## src/rtl/gf180mcu_fd_sc_mcu9t5v0__sipo_pkg.sv

```systemverilog
// Shared types, reset values and sizing helpers for the falling-edge SIPO deserializer.
package gf180mcu_fd_sc_mcu9t5v0__sipo_pkg;

  typedef enum logic {
    FILL  = 1'b0,
    STALL = 1'b1
  } state_e;

  function automatic int cnt_w(input int frame);
    return $clog2(frame + 1);
  endfunction

  localparam state_e RST_STATE = FILL;
  localparam logic   RST_Q_VLD = 1'b0;
  localparam logic   RST_PERR  = 1'b0;

endpackage

```

## src/rtl/gf180mcu_fd_sc_mcu9t5v0__sipo_shift.sv

```systemverilog
// Falling-edge frame shift register; o_sr_next exposes the value the next edge will store.
module gf180mcu_fd_sc_mcu9t5v0__sipo_shift #(
  parameter int N         = 8,
  parameter bit MSB_FIRST = 1'b0
) (
  input  logic         CLKN,
  input  logic         RN,
  input  logic         i_en,
  input  logic         i_clr,
  input  logic         i_d,
  output logic [N-1:0] o_sr,
  output logic [N-1:0] o_sr_next
);

  logic [N-1:0] r_sr;
  logic [N-1:0] w_base;
  logic [N-1:0] w_shifted;

  assign w_base = i_clr ? '0 : r_sr;

  // MSB-first shifts left so the first bit ends on top; LSB-first shifts right so it ends at bit 0.
  generate
    if (MSB_FIRST) begin : g_msb
      assign w_shifted = {w_base[N-2:0], i_d};
    end else begin : g_lsb
      assign w_shifted = {i_d, w_base[N-1:1]};
    end
  endgenerate

  assign o_sr_next = i_en ? w_shifted : w_base;
  assign o_sr      = r_sr;

  always_ff @(negedge CLKN or negedge RN) begin
    if (!RN) begin
      r_sr <= '0;
    end else begin
      r_sr <= o_sr_next;
    end
  end

endmodule

```

## src/rtl/gf180mcu_fd_sc_mcu9t5v0__dffnrnq_sipo.sv

```systemverilog
// Falling-edge serial-to-parallel deserializer with optional even parity and one-word output buffer.
module gf180mcu_fd_sc_mcu9t5v0__dffnrnq_sipo
  import gf180mcu_fd_sc_mcu9t5v0__sipo_pkg::*;
#(
  parameter int WIDTH     = 8,
  parameter bit MSB_FIRST = 1'b0,
  parameter bit PARITY_EN = 1'b0
) (
  input  logic             CLKN,
  input  logic             RN,
  input  logic             D,
  input  logic             D_VLD,
  output logic             D_RDY,
  input  logic             SYNC,
  output logic [WIDTH-1:0] Q,
  output logic             Q_VLD,
  input  logic             Q_RDY,
  output logic             PERR
);

  localparam int FRAME = WIDTH + (PARITY_EN ? 1 : 0);
  localparam int CW    = cnt_w(FRAME);
  localparam logic [CW-1:0] CNT_LAST = CW'(FRAME - 1);
  localparam logic [CW-1:0] CNT_FULL = CW'(FRAME);

  state_e           r_state;
  state_e           w_state_next;
  logic [CW-1:0]    r_cnt;
  logic [CW-1:0]    w_cnt_next;
  logic [WIDTH-1:0] r_q;
  logic             r_q_vld;
  logic             r_perr;

  logic             w_en;
  logic             w_clr;
  logic             w_load;
  logic             w_out_free;
  logic [FRAME-1:0] w_sr;
  logic [FRAME-1:0] w_sr_next;
  logic [FRAME-1:0] w_src;
  logic [WIDTH-1:0] w_word;
  logic             w_perr;

  gf180mcu_fd_sc_mcu9t5v0__sipo_shift #(
    .N         (FRAME),
    .MSB_FIRST (MSB_FIRST)
  ) u_shift (
    .CLKN      (CLKN),
    .RN        (RN),
    .i_en      (w_en),
    .i_clr     (w_clr),
    .i_d       (D),
    .o_sr      (w_sr),
    .o_sr_next (w_sr_next)
  );

  // In FILL the word completes on this edge, so take it from the shifter's next value.
  assign w_src = (r_state == STALL) ? w_sr : w_sr_next;

  generate
    if (MSB_FIRST) begin : g_word_msb
      assign w_word = w_src[FRAME-1 -: WIDTH];
    end else begin : g_word_lsb
      assign w_word = w_src[WIDTH-1:0];
    end
    if (PARITY_EN) begin : g_par
      assign w_perr = ^w_src;
    end else begin : g_nopar
      assign w_perr = 1'b0;
    end
  endgenerate

  assign w_out_free = !r_q_vld || Q_RDY;

  always_comb begin
    w_state_next = r_state;
    w_cnt_next   = r_cnt;
    w_load       = 1'b0;
    w_clr        = 1'b0;
    w_en         = 1'b0;
    if (r_state == FILL) begin
      w_en = D_VLD;
      if (SYNC) begin
        w_clr      = 1'b1;
        w_cnt_next = D_VLD ? CW'(1) : '0;
      end else if (D_VLD) begin
        if (r_cnt == CNT_LAST) begin
          if (w_out_free) begin
            w_load     = 1'b1;
            w_cnt_next = '0;
          end else begin
            w_state_next = STALL;
            w_cnt_next   = CNT_FULL;
          end
        end else begin
          w_cnt_next = r_cnt + 1'b1;
        end
      end
    end else begin
      if (Q_RDY) begin
        w_load       = 1'b1;
        w_cnt_next   = '0;
        w_state_next = FILL;
      end
    end
  end

  always_ff @(negedge CLKN or negedge RN) begin
    if (!RN) begin
      r_state <= RST_STATE;
      r_cnt   <= '0;
      r_q     <= '0;
      r_q_vld <= RST_Q_VLD;
      r_perr  <= RST_PERR;
    end else begin
      r_state <= w_state_next;
      r_cnt   <= w_cnt_next;
      if (w_load) begin
        r_q     <= w_word;
        r_perr  <= w_perr;
        r_q_vld <= 1'b1;
      end else if (Q_RDY) begin
        r_q_vld <= 1'b0;
      end
    end
  end

  assign D_RDY = (r_state == FILL);
  assign Q     = r_q;
  assign Q_VLD = r_q_vld;
  assign PERR  = r_perr;

endmodule

```

## config.mk

```make
export PLATFORM = sky130hd
export DESIGN_NAME = gf180mcu_fd_sc_mcu9t5v0__dffnrnq_sipo
export DESIGN_NICKNAME = d
export VERILOG_FILES = /design/src/rtl/gf180mcu_fd_sc_mcu9t5v0__sipo_pkg.sv /design/src/rtl/gf180mcu_fd_sc_mcu9t5v0__sipo_shift.sv /design/src/rtl/gf180mcu_fd_sc_mcu9t5v0__dffnrnq_sipo.sv
export SDC_FILE = /design/constraint.sdc
export NUM_CORES = 1
export LEC_CHECK = 0
export ABC_AREA = 1
export BUFFER_PORTS_ARGS = -buffer_cell sky130_fd_sc_hd__buf_2
export CORE_UTILIZATION = 36
export DETAILED_ROUTE_END_ITERATION = 10
export HOLD_SLACK_MARGIN = 0.08
export SLEW_MARGIN = 20
export SYNTH_ARGS = -nofsm -noshare
export SYNTH_HDL_FRONTEND = slang
export SYNTH_SLANG_ARGS = --single-unit
```

## constraint.sdc

```tcl
create_clock -name CLKN -period 1.65 [get_ports CLKN]
set_clock_uncertainty 0.2 [all_clocks]
set_input_delay 0 -clock CLKN [delete_from_list [all_inputs] [get_ports CLKN]]
set_output_delay 0 -clock CLKN [all_outputs]
set_load 0.01 [all_outputs]
```

**Word-level counts from Yosys, hierarchy flattened**

Cells that the tools add are included.

- Add/sub/neg operators: 1
- Equality and inequality tests: 2
- Mux-type cells: 27
- Bitwise gates (word level): 1
- Reductions and logical operators: 5

Operators with widths:

| cell | count |
|---|---|
| two-way mux 4 bit | 6 |
| two-way mux 8 bit | 3 |
| two-way mux 1 bit | 18 |
| adder 4 x 1 -> 4 bit, second input constant | 1 |
| == test 4 x 3 -> 1 bit, second input constant | 1 |
| nonzero test 3 bit | 1 |
| inequality test 2 bit, second input constant | 1 |
| AND reduction 2 bit | 1 |
| nonzero test 2 bit | 1 |
| logical NOT 1 bit | 1 |
| logical OR 1 bit | 1 |
| inverter 1 bit | 1 |

- Register bits: 22
- Input bits: 6
- Logic and storage cells: 41

**Longest topological paths before layout**

- Word-level depth: 8
- Depth in mapped cells: 7
- Gate-level depth less buffers: 7

**By module**

Synthesis repeated with hierarchy kept, for this count alone.

- Cell total of the unflattened synthesis: 146
- Area total of the unflattened synthesis: 1133.6 sq um

By module, submodules not included:

| module | instances | cells an instance | area an instance (sq um) | seq. area each (sq um) |
|---|---|---|---|---|
| gf180mcu_fd_sc_mcu9t5v0__dffnrnq_sipo | 1 | 109 | 792.0 | 350.3 |
| gf180mcu_fd_sc_mcu9t5v0__sipo_shift | 1 | 37 | 341.6 | 200.2 |

==> impl_metrics.ini <==
[sta]
hold_ws_ns = 0.121
finalSetupTns_ns = -2.34
maxSlewViolCount = 0
finalSetupViolCount = 10
timing.final.ws_setup_ns = -0.291
rsz0062_at_grt = yes
final_hold_viol_count = 0

[place]
place_ws_ns = -0.225
gp_congestion = 0.717
dpl_cell_area_sq_um = 1200
io_buffer_count = 15
placed_cells = 168
detailed_place_hpwl_mm = 1.48

[run_status]
status = finished with violations
violations = setup timing

[setup_path]
rr_startpoint = r_cnt[1]
path_buf_inv = 2
start_kind = flop
cp_top_family = flip-flops
cp_slowest_cell = dfrtn_1
cp.required_ns = 1.45
cp-end-kind = primary output
worstSetupPathType = reg2out
cp_data_arrival_time_ns = 1.74
cp_slowest_stage_delay_ns = 0.45
reg2reg_to = Q[1]
worstPathCellList = inv_2, buf_6
crit_fanout = 2
worstRegToRegCells = 6
rrSetupSlack_ns = 0.12

[clocking]
cts.sinks = 22
root_buffer = clkbuf_4
cts_buffers = 3
clock_latency_ns = 0.30
htreeDepth = 1
cts_hold_buf = 0
clockBufferDepth = 2
cts_tree = yes
clk_pin_slew_ns = 0.08

[drt]
totalWireLength_mm = 2.03
wl_per_cell_um = 11.3
viasPerCell = 4.61
ant_nets = 0
vias = 825
drc_errors = 0
drt-pass1-iter-count = 4
drt_iter0_markers = 13

[power]
powerDensity_nw_per_um2 = 819
total_power_mw = 1.10
ir_worst_vdd_uv = 487
leakage_nw = 0.769

[global_routing]
grt_use_total_pct = 17.5
antenna_found_initial = 0
first_global_vias = 828
grt_overflow = 0
grt_pass1_wl_mm = 3.59
grt_max_degree = 23

[finish]
utilization_pct = 52.6
nNetsFinal = 157
syn_to_final_growth_pct = 33.8
fin_cells = 179
fin_area_sq_um = 1340
diodes = 0
drive_gt1_share_pct = 33.6

[synthesis]
synth-xor-area-share_pct = 0
synthAdderAreaFrac_pct = 1.25
synth_top_family_by_area = simple AND/OR/NAND/NOR gates
synth_cells = 115
synthMuxAreaShare_pct = 0
synthSimpleGateAreaFrac_pct = 32.8
syn-num-nets = 122
synth_warnings = 0
yosysSeqAreaShare_pct = 55.1
synth.distinct_cells = 21
synth_area_sq_um = 1000
avgSynthCellArea_sq_um = 8.69
ys_seq_elements = 22
synth_compound_area_share_pct = 3.88

[hold_path]
hold_path.class = in2async

[floorplanning]
die_y_um = 54.7
num_rows = 18
dieArea_sq_um = 2990
ios = 17
coreArea_sq_um = 2540
start_util_pct = 39.3
die_x_um = 54.7

[flow_run]
maxCapViolations = 0
-- cells in the mapped netlist --
library cell,instances,share of area (%)
nand2_1,47,18
dfrtn_1,22,55
nand3_1,14,7.0
inv_1,7,2.6
nor2_1,4,1.5
o21ai_0,4,2.0
buf_6,2,2.3
nand2_4,2,2.3
a21oi_1,1,0.50
buf_4,1,0.75
conb_1,1,0.38
ha_1,1,1.3
inv_2,1,0.38
inv_4,1,0.63
nand2_2,1,0.63
nand3_4,1,1.8
nand3b_1,1,0.75
nand4_1,1,0.63
nor2_2,1,0.63
o21ai_1,1,0.50
o21ai_2,1,0.88
-- flip-flops by register name (all words and copies together) (netlist names) --
signal,cells
Q,8
Q_VLD,1
r_cnt,4
r_state,1
u_shift.o_sr,8
-- cells by family (layout without fill, tap and decap cells) --
kind of cell,after synthesis,in the layout
adder cells (fa/ha/maj),1,1
AO/OA/AOI/OAI,7,7
other,1,1
buffers and inverters,12,46
flip-flops,22,22
AND/OR/NAND/NOR,72,72
-- worst register-to-register path, stage by stage, from the launching register on --
cell and delay, ns:
dfrtn_1 0.51, ha_4 0.18, nand3_2 0.10, nor2_4 0.15, nand2_4 0.11, nand3_1 0.09, nand2_1 0.06
-- how the worst max path moves through the flow --
stage                     cells after the start  slack (ns)        to  startpoint
final                                         2       -0.29     D_RDY     r_state
after global routing                          2       -0.35     D_RDY     r_state
after CTS                                     2       -0.31     D_RDY     r_state
after detailed placement                      8       -0.22      Q[2]        SYNC
after global placement                        7       -0.21      Q[0]       Q_RDY
after floorplan                               5      -0.002  r_cnt[2]       D_VLD
-- layer usage --
metal	part of all wire (%)	track usage, %
met5	0	0
met1	48	22.4
met2	47	27.5
met3	3.2	3.61
met4	1.9	8.97
-- area by class of cell --
class / count / area (sq um)
clock inverter: 1 / 30.0
inverter: 9 / 36.3
fill: 235 / 1210
tap: 30 / 37.5
clock buffer: 3 / 22.5
sequential: 22 / 551
multi-input combinational: 81 / 419
timing repair buffer: 33 / 241
-- power breakdown --
part / internal, mW / total (mW) / switching (mW)
Clock: 0.245 / 0.414 / 0.169
Combinational: 0.0516 / 0.109 / 0.0570
Sequential: 0.559 / 0.573 / 0.0143
-- cells in the final DEF, fill, tap and decap left out, drive strengths merged, types with 3 or more instances in the layout --
| cell type | n |
|---|---|
| inv | 9 |
| nand2 | 50 |
| dfrtn | 22 |
| nor2 | 5 |
| o21ai | 6 |
| clkbuf | 3 |
| nand3 | 15 |
| buf | 33 |
-- timing repair --
item | CTS | global route
pin swaps | 0 | 2
setup endpoints to repair | 10 | 19
resized for setup | 1 | 4
setup buffers | 3 | 4
No activity file was read; power rests on OpenSTA's default activity.
